### src/rtl/cnn_pkg.sv
// Shared types and helpers for the CNN layer stages (conv, pooling, resampling).
// State encoding is common across stages so the layer sequencer can observe any of them alike.
package cnn_pkg;

    localparam int CNT_W = 16;

    typedef enum logic [2:0] {
        IDLE         = 3'd0,
        INIT_WINDOW  = 3'd1,
        ISSUE_READ   = 3'd2,
        CAPTURE      = 3'd3,
        STORE_RESULT = 3'd4,
        WRITE_OUTPUT = 3'd5,
        DONE_ST      = 3'd6
    } state_t;

    function automatic int out_dim(input int in_dim, input int k, input int s, input int p);
        return (in_dim + 2 * p - k) / s + 1;
    endfunction

    // Linear NCHW offset of element (b, c, r, col) in a tensor of ch x h x w planes.
    function automatic logic [31:0] nchw_addr(input logic [31:0] b, input logic [31:0] c,
                                              input logic [31:0] r, input logic [31:0] col,
                                              input logic [31:0] ch, input logic [31:0] h,
                                              input logic [31:0] w);
        return ((b * ch + c) * h + r) * w + col;
    endfunction

endpackage

### src/rtl/maxpool_addr_gen.sv
// Purpose: NCHW read/write address generation from window and kernel counters.
// Latency: purely combinational, zero cycles.
// Backpressure: none; addresses follow the counters directly.
module maxpool_addr_gen
    import cnn_pkg::*;
#(
    parameter int CHANNELS   = 1,
    parameter int IN_HEIGHT  = 2,
    parameter int IN_WIDTH   = 2,
    parameter int POOL_SIZE  = 2,
    parameter int STRIDE     = 2,
    parameter int ADDR_WIDTH = 16
) (
    input  logic [CNT_W-1:0]      b_idx,
    input  logic [CNT_W-1:0]      c_idx,
    input  logic [CNT_W-1:0]      orow,
    input  logic [CNT_W-1:0]      ocol,
    input  logic [CNT_W-1:0]      krow,
    input  logic [CNT_W-1:0]      kcol,
    output logic [ADDR_WIDTH-1:0] in_addr,
    output logic [ADDR_WIDTH-1:0] out_addr
);

    localparam int OUT_H = out_dim(IN_HEIGHT, POOL_SIZE, STRIDE, 0);
    localparam int OUT_W = out_dim(IN_WIDTH, POOL_SIZE, STRIDE, 0);

    logic [31:0] irow;
    logic [31:0] icol;

    assign irow = 32'(orow) * 32'(STRIDE) + 32'(krow);
    assign icol = 32'(ocol) * 32'(STRIDE) + 32'(kcol);

    assign in_addr  = ADDR_WIDTH'(nchw_addr(32'(b_idx), 32'(c_idx), irow, icol,
                                            32'(CHANNELS), 32'(IN_HEIGHT), 32'(IN_WIDTH)));
    assign out_addr = ADDR_WIDTH'(nchw_addr(32'(b_idx), 32'(c_idx), 32'(orow), 32'(ocol),
                                            32'(CHANNELS), 32'(OUT_H), 32'(OUT_W)));

endmodule

### src/rtl/maxpool2d.sv
// Purpose: memory-mapped 2D max pooling over NCHW planes; MAXPOOL_RELU_EN clamps results at zero.
// Latency: done rises 1 + N_out*(3 + 2*POOL_SIZE^2) edges after start is sampled in IDLE.
// Backpressure: none; fixed-cadence single reads and one-cycle write pulses, start held stalls in DONE_ST.
module maxpool2d
    import cnn_pkg::*;
#(
    parameter int BATCH_SIZE = 1,
    parameter int CHANNELS   = 1,
    parameter int IN_HEIGHT  = 2,
    parameter int IN_WIDTH   = 2,
    parameter int POOL_SIZE  = 2,
    parameter int STRIDE     = 2,
    parameter int DATA_WIDTH = 32,
    parameter int ADDR_WIDTH = 16
) (
    input  logic                  clk,
    input  logic                  rst,
    input  logic                  start,
    output logic                  done,
    output logic                  valid,
    output logic [ADDR_WIDTH-1:0] input_addr,
    input  logic [DATA_WIDTH-1:0] input_data,
    output logic                  input_en,
    output logic [ADDR_WIDTH-1:0] output_addr,
    output logic [DATA_WIDTH-1:0] output_data,
    output logic                  output_we,
    output logic                  output_en
);

    localparam int OUT_H = out_dim(IN_HEIGHT, POOL_SIZE, STRIDE, 0);
    localparam int OUT_W = out_dim(IN_WIDTH, POOL_SIZE, STRIDE, 0);

    state_t                 state;
    logic [CNT_W-1:0]       b_idx, c_idx, orow, ocol, krow, kcol;
    logic [CNT_W-1:0]       krow_nxt, kcol_nxt;
    logic                   first;
    logic signed [DATA_WIDTH-1:0] max_val;
    logic signed [DATA_WIDTH-1:0] store_val;
    logic [ADDR_WIDTH-1:0]  rd_addr, wr_addr;
    logic                   last_k, last_oc, last_or, last_c, last_b;

    // Reads are launched on entry to ISSUE_READ, so the generator sees the upcoming kernel position.
    maxpool_addr_gen #(
        .CHANNELS  (CHANNELS),
        .IN_HEIGHT (IN_HEIGHT),
        .IN_WIDTH  (IN_WIDTH),
        .POOL_SIZE (POOL_SIZE),
        .STRIDE    (STRIDE),
        .ADDR_WIDTH(ADDR_WIDTH)
    ) u_addr_gen (
        .b_idx   (b_idx),
        .c_idx   (c_idx),
        .orow    (orow),
        .ocol    (ocol),
        .krow    (krow_nxt),
        .kcol    (kcol_nxt),
        .in_addr (rd_addr),
        .out_addr(wr_addr)
    );

    assign last_k  = (krow == CNT_W'(POOL_SIZE - 1)) && (kcol == CNT_W'(POOL_SIZE - 1));
    assign last_oc = (ocol == CNT_W'(OUT_W - 1));
    assign last_or = (orow == CNT_W'(OUT_H - 1));
    assign last_c  = (c_idx == CNT_W'(CHANNELS - 1));
    assign last_b  = (b_idx == CNT_W'(BATCH_SIZE - 1));

    always_comb begin
        krow_nxt = krow;
        kcol_nxt = kcol;
        if (state == INIT_WINDOW) begin
            krow_nxt = '0;
            kcol_nxt = '0;
        end else if (kcol == CNT_W'(POOL_SIZE - 1)) begin
            kcol_nxt = '0;
            krow_nxt = krow + 1'b1;
        end else begin
            kcol_nxt = kcol + 1'b1;
        end
    end

`ifdef MAXPOOL_RELU_EN
    assign store_val = max_val[DATA_WIDTH-1] ? '0 : max_val;
`else
    assign store_val = max_val;
`endif

    always_ff @(posedge clk or posedge rst) begin
        if (rst) begin
            state       <= IDLE;
            b_idx       <= '0;
            c_idx       <= '0;
            orow        <= '0;
            ocol        <= '0;
            krow        <= '0;
            kcol        <= '0;
            first       <= 1'b0;
            max_val     <= '0;
            done        <= 1'b0;
            valid       <= 1'b0;
            input_addr  <= '0;
            input_en    <= 1'b0;
            output_addr <= '0;
            output_data <= '0;
            output_we   <= 1'b0;
            output_en   <= 1'b0;
        end else begin
            case (state)
                IDLE: begin
                    done  <= 1'b0;
                    valid <= 1'b0;
                    if (start) begin
                        b_idx <= '0;
                        c_idx <= '0;
                        orow  <= '0;
                        ocol  <= '0;
                        state <= INIT_WINDOW;
                    end
                end
                INIT_WINDOW: begin
                    krow       <= '0;
                    kcol       <= '0;
                    first      <= 1'b1;
                    input_addr <= rd_addr;
                    input_en   <= 1'b1;
                    state      <= ISSUE_READ;
                end
                ISSUE_READ: begin
                    input_en <= 1'b0;
                    state    <= CAPTURE;
                end
                CAPTURE: begin
                    // Strict compare: on ties the earliest element in scan order wins.
                    if (first || ($signed(input_data) > max_val))
                        max_val <= $signed(input_data);
                    first <= 1'b0;
                    if (!last_k) begin
                        krow       <= krow_nxt;
                        kcol       <= kcol_nxt;
                        input_addr <= rd_addr;
                        input_en   <= 1'b1;
                        state      <= ISSUE_READ;
                    end else begin
                        state <= STORE_RESULT;
                    end
                end
                STORE_RESULT: begin
                    output_addr <= wr_addr;
                    output_data <= store_val;
                    output_en   <= 1'b1;
                    output_we   <= 1'b1;
                    state       <= WRITE_OUTPUT;
                end
                WRITE_OUTPUT: begin
                    output_en <= 1'b0;
                    output_we <= 1'b0;
                    state     <= INIT_WINDOW;
                    if (!last_oc) begin
                        ocol <= ocol + 1'b1;
                    end else begin
                        ocol <= '0;
                        if (!last_or) begin
                            orow <= orow + 1'b1;
                        end else begin
                            orow <= '0;
                            if (!last_c) begin
                                c_idx <= c_idx + 1'b1;
                            end else begin
                                c_idx <= '0;
                                if (!last_b) begin
                                    b_idx <= b_idx + 1'b1;
                                end else begin
                                    b_idx <= '0;
                                    done  <= 1'b1;
                                    valid <= 1'b1;
                                    state <= DONE_ST;
                                end
                            end
                        end
                    end
                end
                DONE_ST: begin
                    if (!start) begin
                        done  <= 1'b0;
                        valid <= 1'b0;
                        state <= IDLE;
                    end
                end
                default: state <= IDLE;
            endcase
        end
    end

endmodule

### config.mk
export PLATFORM = sky130hd
export DESIGN_NAME = maxpool2d
export DESIGN_NICKNAME = d
export VERILOG_FILES = /design/src/rtl/cnn_pkg.sv /design/src/rtl/maxpool_addr_gen.sv /design/src/rtl/maxpool2d.sv
export SDC_FILE = /design/constraint.sdc
export NUM_CORES = 1
export LEC_CHECK = 0
export CAP_MARGIN = 20
export CORE_UTILIZATION = 45
export CTS_CLUSTER_DIAMETER = 100
export CTS_CLUSTER_SIZE = 8
export DETAILED_ROUTE_END_ITERATION = 8
export GPL_ROUTABILITY_DRIVEN = 0
export PLACE_DENSITY = 0.66
export SETUP_SLACK_MARGIN = 0.05
export SYNTH_ARGS = -nofsm -noshare
export SYNTH_HDL_FRONTEND = slang
export SYNTH_SLANG_ARGS = --single-unit
### constraint.sdc
create_clock -name clk -period 7.8 [get_ports clk]
set_clock_uncertainty 0.15 [all_clocks]
set_input_delay 1.17 -clock clk [delete_from_list [all_inputs] [get_ports clk]]
set_output_delay 1.17 -clock clk [all_outputs]
set_load 0.05 [all_outputs]
==> flow_summary.yaml <==
die:
  io_pins: 104
  dieHeight_um: 175
  start_util_pct: 45.7
  rows: 63
  die-width_um: 175
  core_area_mm2: 0.0296
  dieArea_mm2: 0.0308
sta:
  fmax_mhz: 159
  grt_setup_unrepaired: "false"
  setup_viol_count_final: 0
  fin_crit_ns: 6.29
  setup_tns_ns: 0
  slew_headroom_pct: 33.3
  hold_viol_final: 0
  setup_slack_ns: 1.51
  whs_ns: 0.328
  min_period_over_period_pct: 80.6
  slew_viol_final: 0
  worst_slew_pin_slew_ns: 1.00
synthesis:
  syn_area_mm2: 0.0135
  async_reset_ff_share_pct: 100
  yosys_register_bits: 199
  ys_warn_count: 0
  postSynthCellCount: 1504
  synth-edff-count: 0
  ys.flop_type: "dfrtp_1"
  yosysTopAreaCell: "dfrtp_1"
  synthDistinctLibCells: 64
  synth-seq-area-share_pct: 36.8
  yosysMostFrequentCell: "dfrtp_1"
  synth_top_area_share_pct: 36.8
  synthTopCellsByArea: "dfrtp_1 37%, ha_1 9.1%, fa_1 6.8%, o21ai_0 5.2%, inv_1 4.5%"
  synth.net_count: 1684
  synthTopCellsByCount: "199 x dfrtp_1, 164 x inv_1, 154 x nand2_1"
  synth.avg_cell_area_um2: 9.01
clock_network:
  cts_tree: "yes"
  clk_latency_ns: 0.45
  hold_buffers: 0
  root_buffer: "clkbuf_16"
  clk_pin_slew_worst_paths_ns: 0.08
  clock_sinks: 199
  cts_resized: 0
  clk_path_buf_depth: 2
  cts.htree.levels: 4
  numCtsBuffers: 17
  cts_setup_buffers: 0
global_route:
  overflow: 0
  grt_pass1_vias: 10500
  antenna_found_initial: 0
  grt_max_degree: 127
  grt_pass1_wl_um: 53500
  grt_use_total_pct: 22.1
placed_design:
  portBuffers: 103
  dp_cells: 1957
  dp_hpwl_um: 24500
  dp_slack_ns: 1.61
status:
  status: "finished, final reports clean"
pwr:
  p_leak_nw: 7.48
  peakVddDrop_v: 0.000148
  power_density_mw_per_mm2: 269
  p_total_mw: 4.19
hold_path:
  hold_class: "register to register"
final_layout:
  seqCellArea_mm2: 0.00498
  multi_input_area_mm2: 0.00777
  layout.cells.non_filler: 1991
  fillers: 2763
  area_growth_pct: 14.9
  nets: 1768
  drive_gt1_share_pct: 6.25
job:
  maxCapViolations: 0
setup_path:
  crit_path_start_kind: "register"
  crit_required_ns: 7.99
  crit_path_top_delay_cell: "fa_1"
  slowest_delay_ns: 0.54
  critical_path_class: "register to register"
  crit_arrival_ns: 6.48
  cp_max_fo: 7
  worstSetupEndpointType: "register"
routing:
  vias: 10800
  wl_um: 32700
  drc_errors: 0
  drt-pass1-iter-count: 5
  vias_per_cell: 5.43
  drt_iter0_markers: 926
  ant_nets: 0
  post_drt_wl_per_cell_um: 16.4
-- path summary, 6_finish.rpt --
check / cells past startpoint / endpoint / slack (ns) / from
setup / recovery: 27 / input_addr[15] / 1.51 / kcol[1]
hold / removal: 2 / input_addr[2] / 0.33 / input_addr[2]
setup reg to reg: 27 / input_addr[15] / 1.51 / kcol[1]
hold reg to reg: 2 / input_addr[2] / 0.33 / input_addr[2]
max in group asynchronous: 3 / ocol[12] / 4.71 / rst
min in group asynchronous: 2 / output_data[10] / 1.14 / rst
-- cells in the final DEF, fill, tap and decap left out, types with 18 or more instances in the layout --
master / count
dfrtp_1: 199
inv_1: 163
nand2_1: 154
o21ai_0: 142
nor2_1: 120
clkdlybuf4s50_1: 103
ha_1: 99
a21oi_1: 69
xnor2_1: 60
xor2_1: 59
nand3_1: 52
fa_1: 46
mux2_2: 35
nor3_1: 34
and3_1: 25
nand4_1: 23
a21o_1: 19
nor4_1: 18
-- per-layer routing --
layer | share of wire, % | vias up | global-route usage [%]
li1 | - | 5275 | -
met5 | 0 | - | 0
met3 | 3.6 | 29 | 3.20
met2 | 48 | 227 | 37.0
met4 | 1.4 | 0 | 6.09
met1 | 47 | 5288 | 30.0
-- report_power, final --
part | internal (mW) | switching [mW]
logic | 0.683 | 1.18
registers | 1.26 | 0.156
clock network | 0.481 | 0.435
-- through the flow --
stage	instance area (µm²)	util (%)
5_1_grt	15600	52.5
3_3_place_gp	14900	50.4
4_1_cts	15500	52.4
2_1_floorplan	13500	-
6_report	15600	52.5
3_5_place_dp	14900	50.4
-- cell type report --
type | count | area share (%)
Sequential cell | 199 | 32.0
Tap cell | 390 | 3.14
Clock buffer | 17 | 2.73
Antenna cell | 1 | 0.0161
Clock inverter | 14 | 1.07
Multi-Input combinational cell | 1094 | 49.9
Inverter | 165 | 4.03
Timing Repair Buffer | 111 | 7.09
-- state kept, by name (all words and copies together), names as in the netlist --
signal / cells
input_addr: 16
krow: 16
output_en: 1
output_addr: 16
output_data: 32
kcol: 16
valid: 1
orow: 16
b_idx: 16
first: 1
input_en: 1
state: 3
max_val: 32
ocol: 16
c_idx: 16
-- worst max-delay path, delay by kind of cell, from the launching register on --
family | cells | cell delay [ns]
adder cells (fa/ha/maj) | 5 | 1.84
buffers and inverters | 3 | 0.20
XOR/XNOR | 3 | 0.54
AND/OR/NAND/NOR | 8 | 1.63
flip-flops | 1 | 0.40
AO/OA/AOI/OAI | 8 | 1.43
-- logic make-up after synthesis --
family          share of synthesized area (%)
fa+ha+maj                                15.9
mux                                      2.91
simple gates                             18.2
compound gates                           12.5
flops                                    36.8
buf+inv                                  5.95
xor+xnor                                 7.70
(Power assumes the default switching activity.)
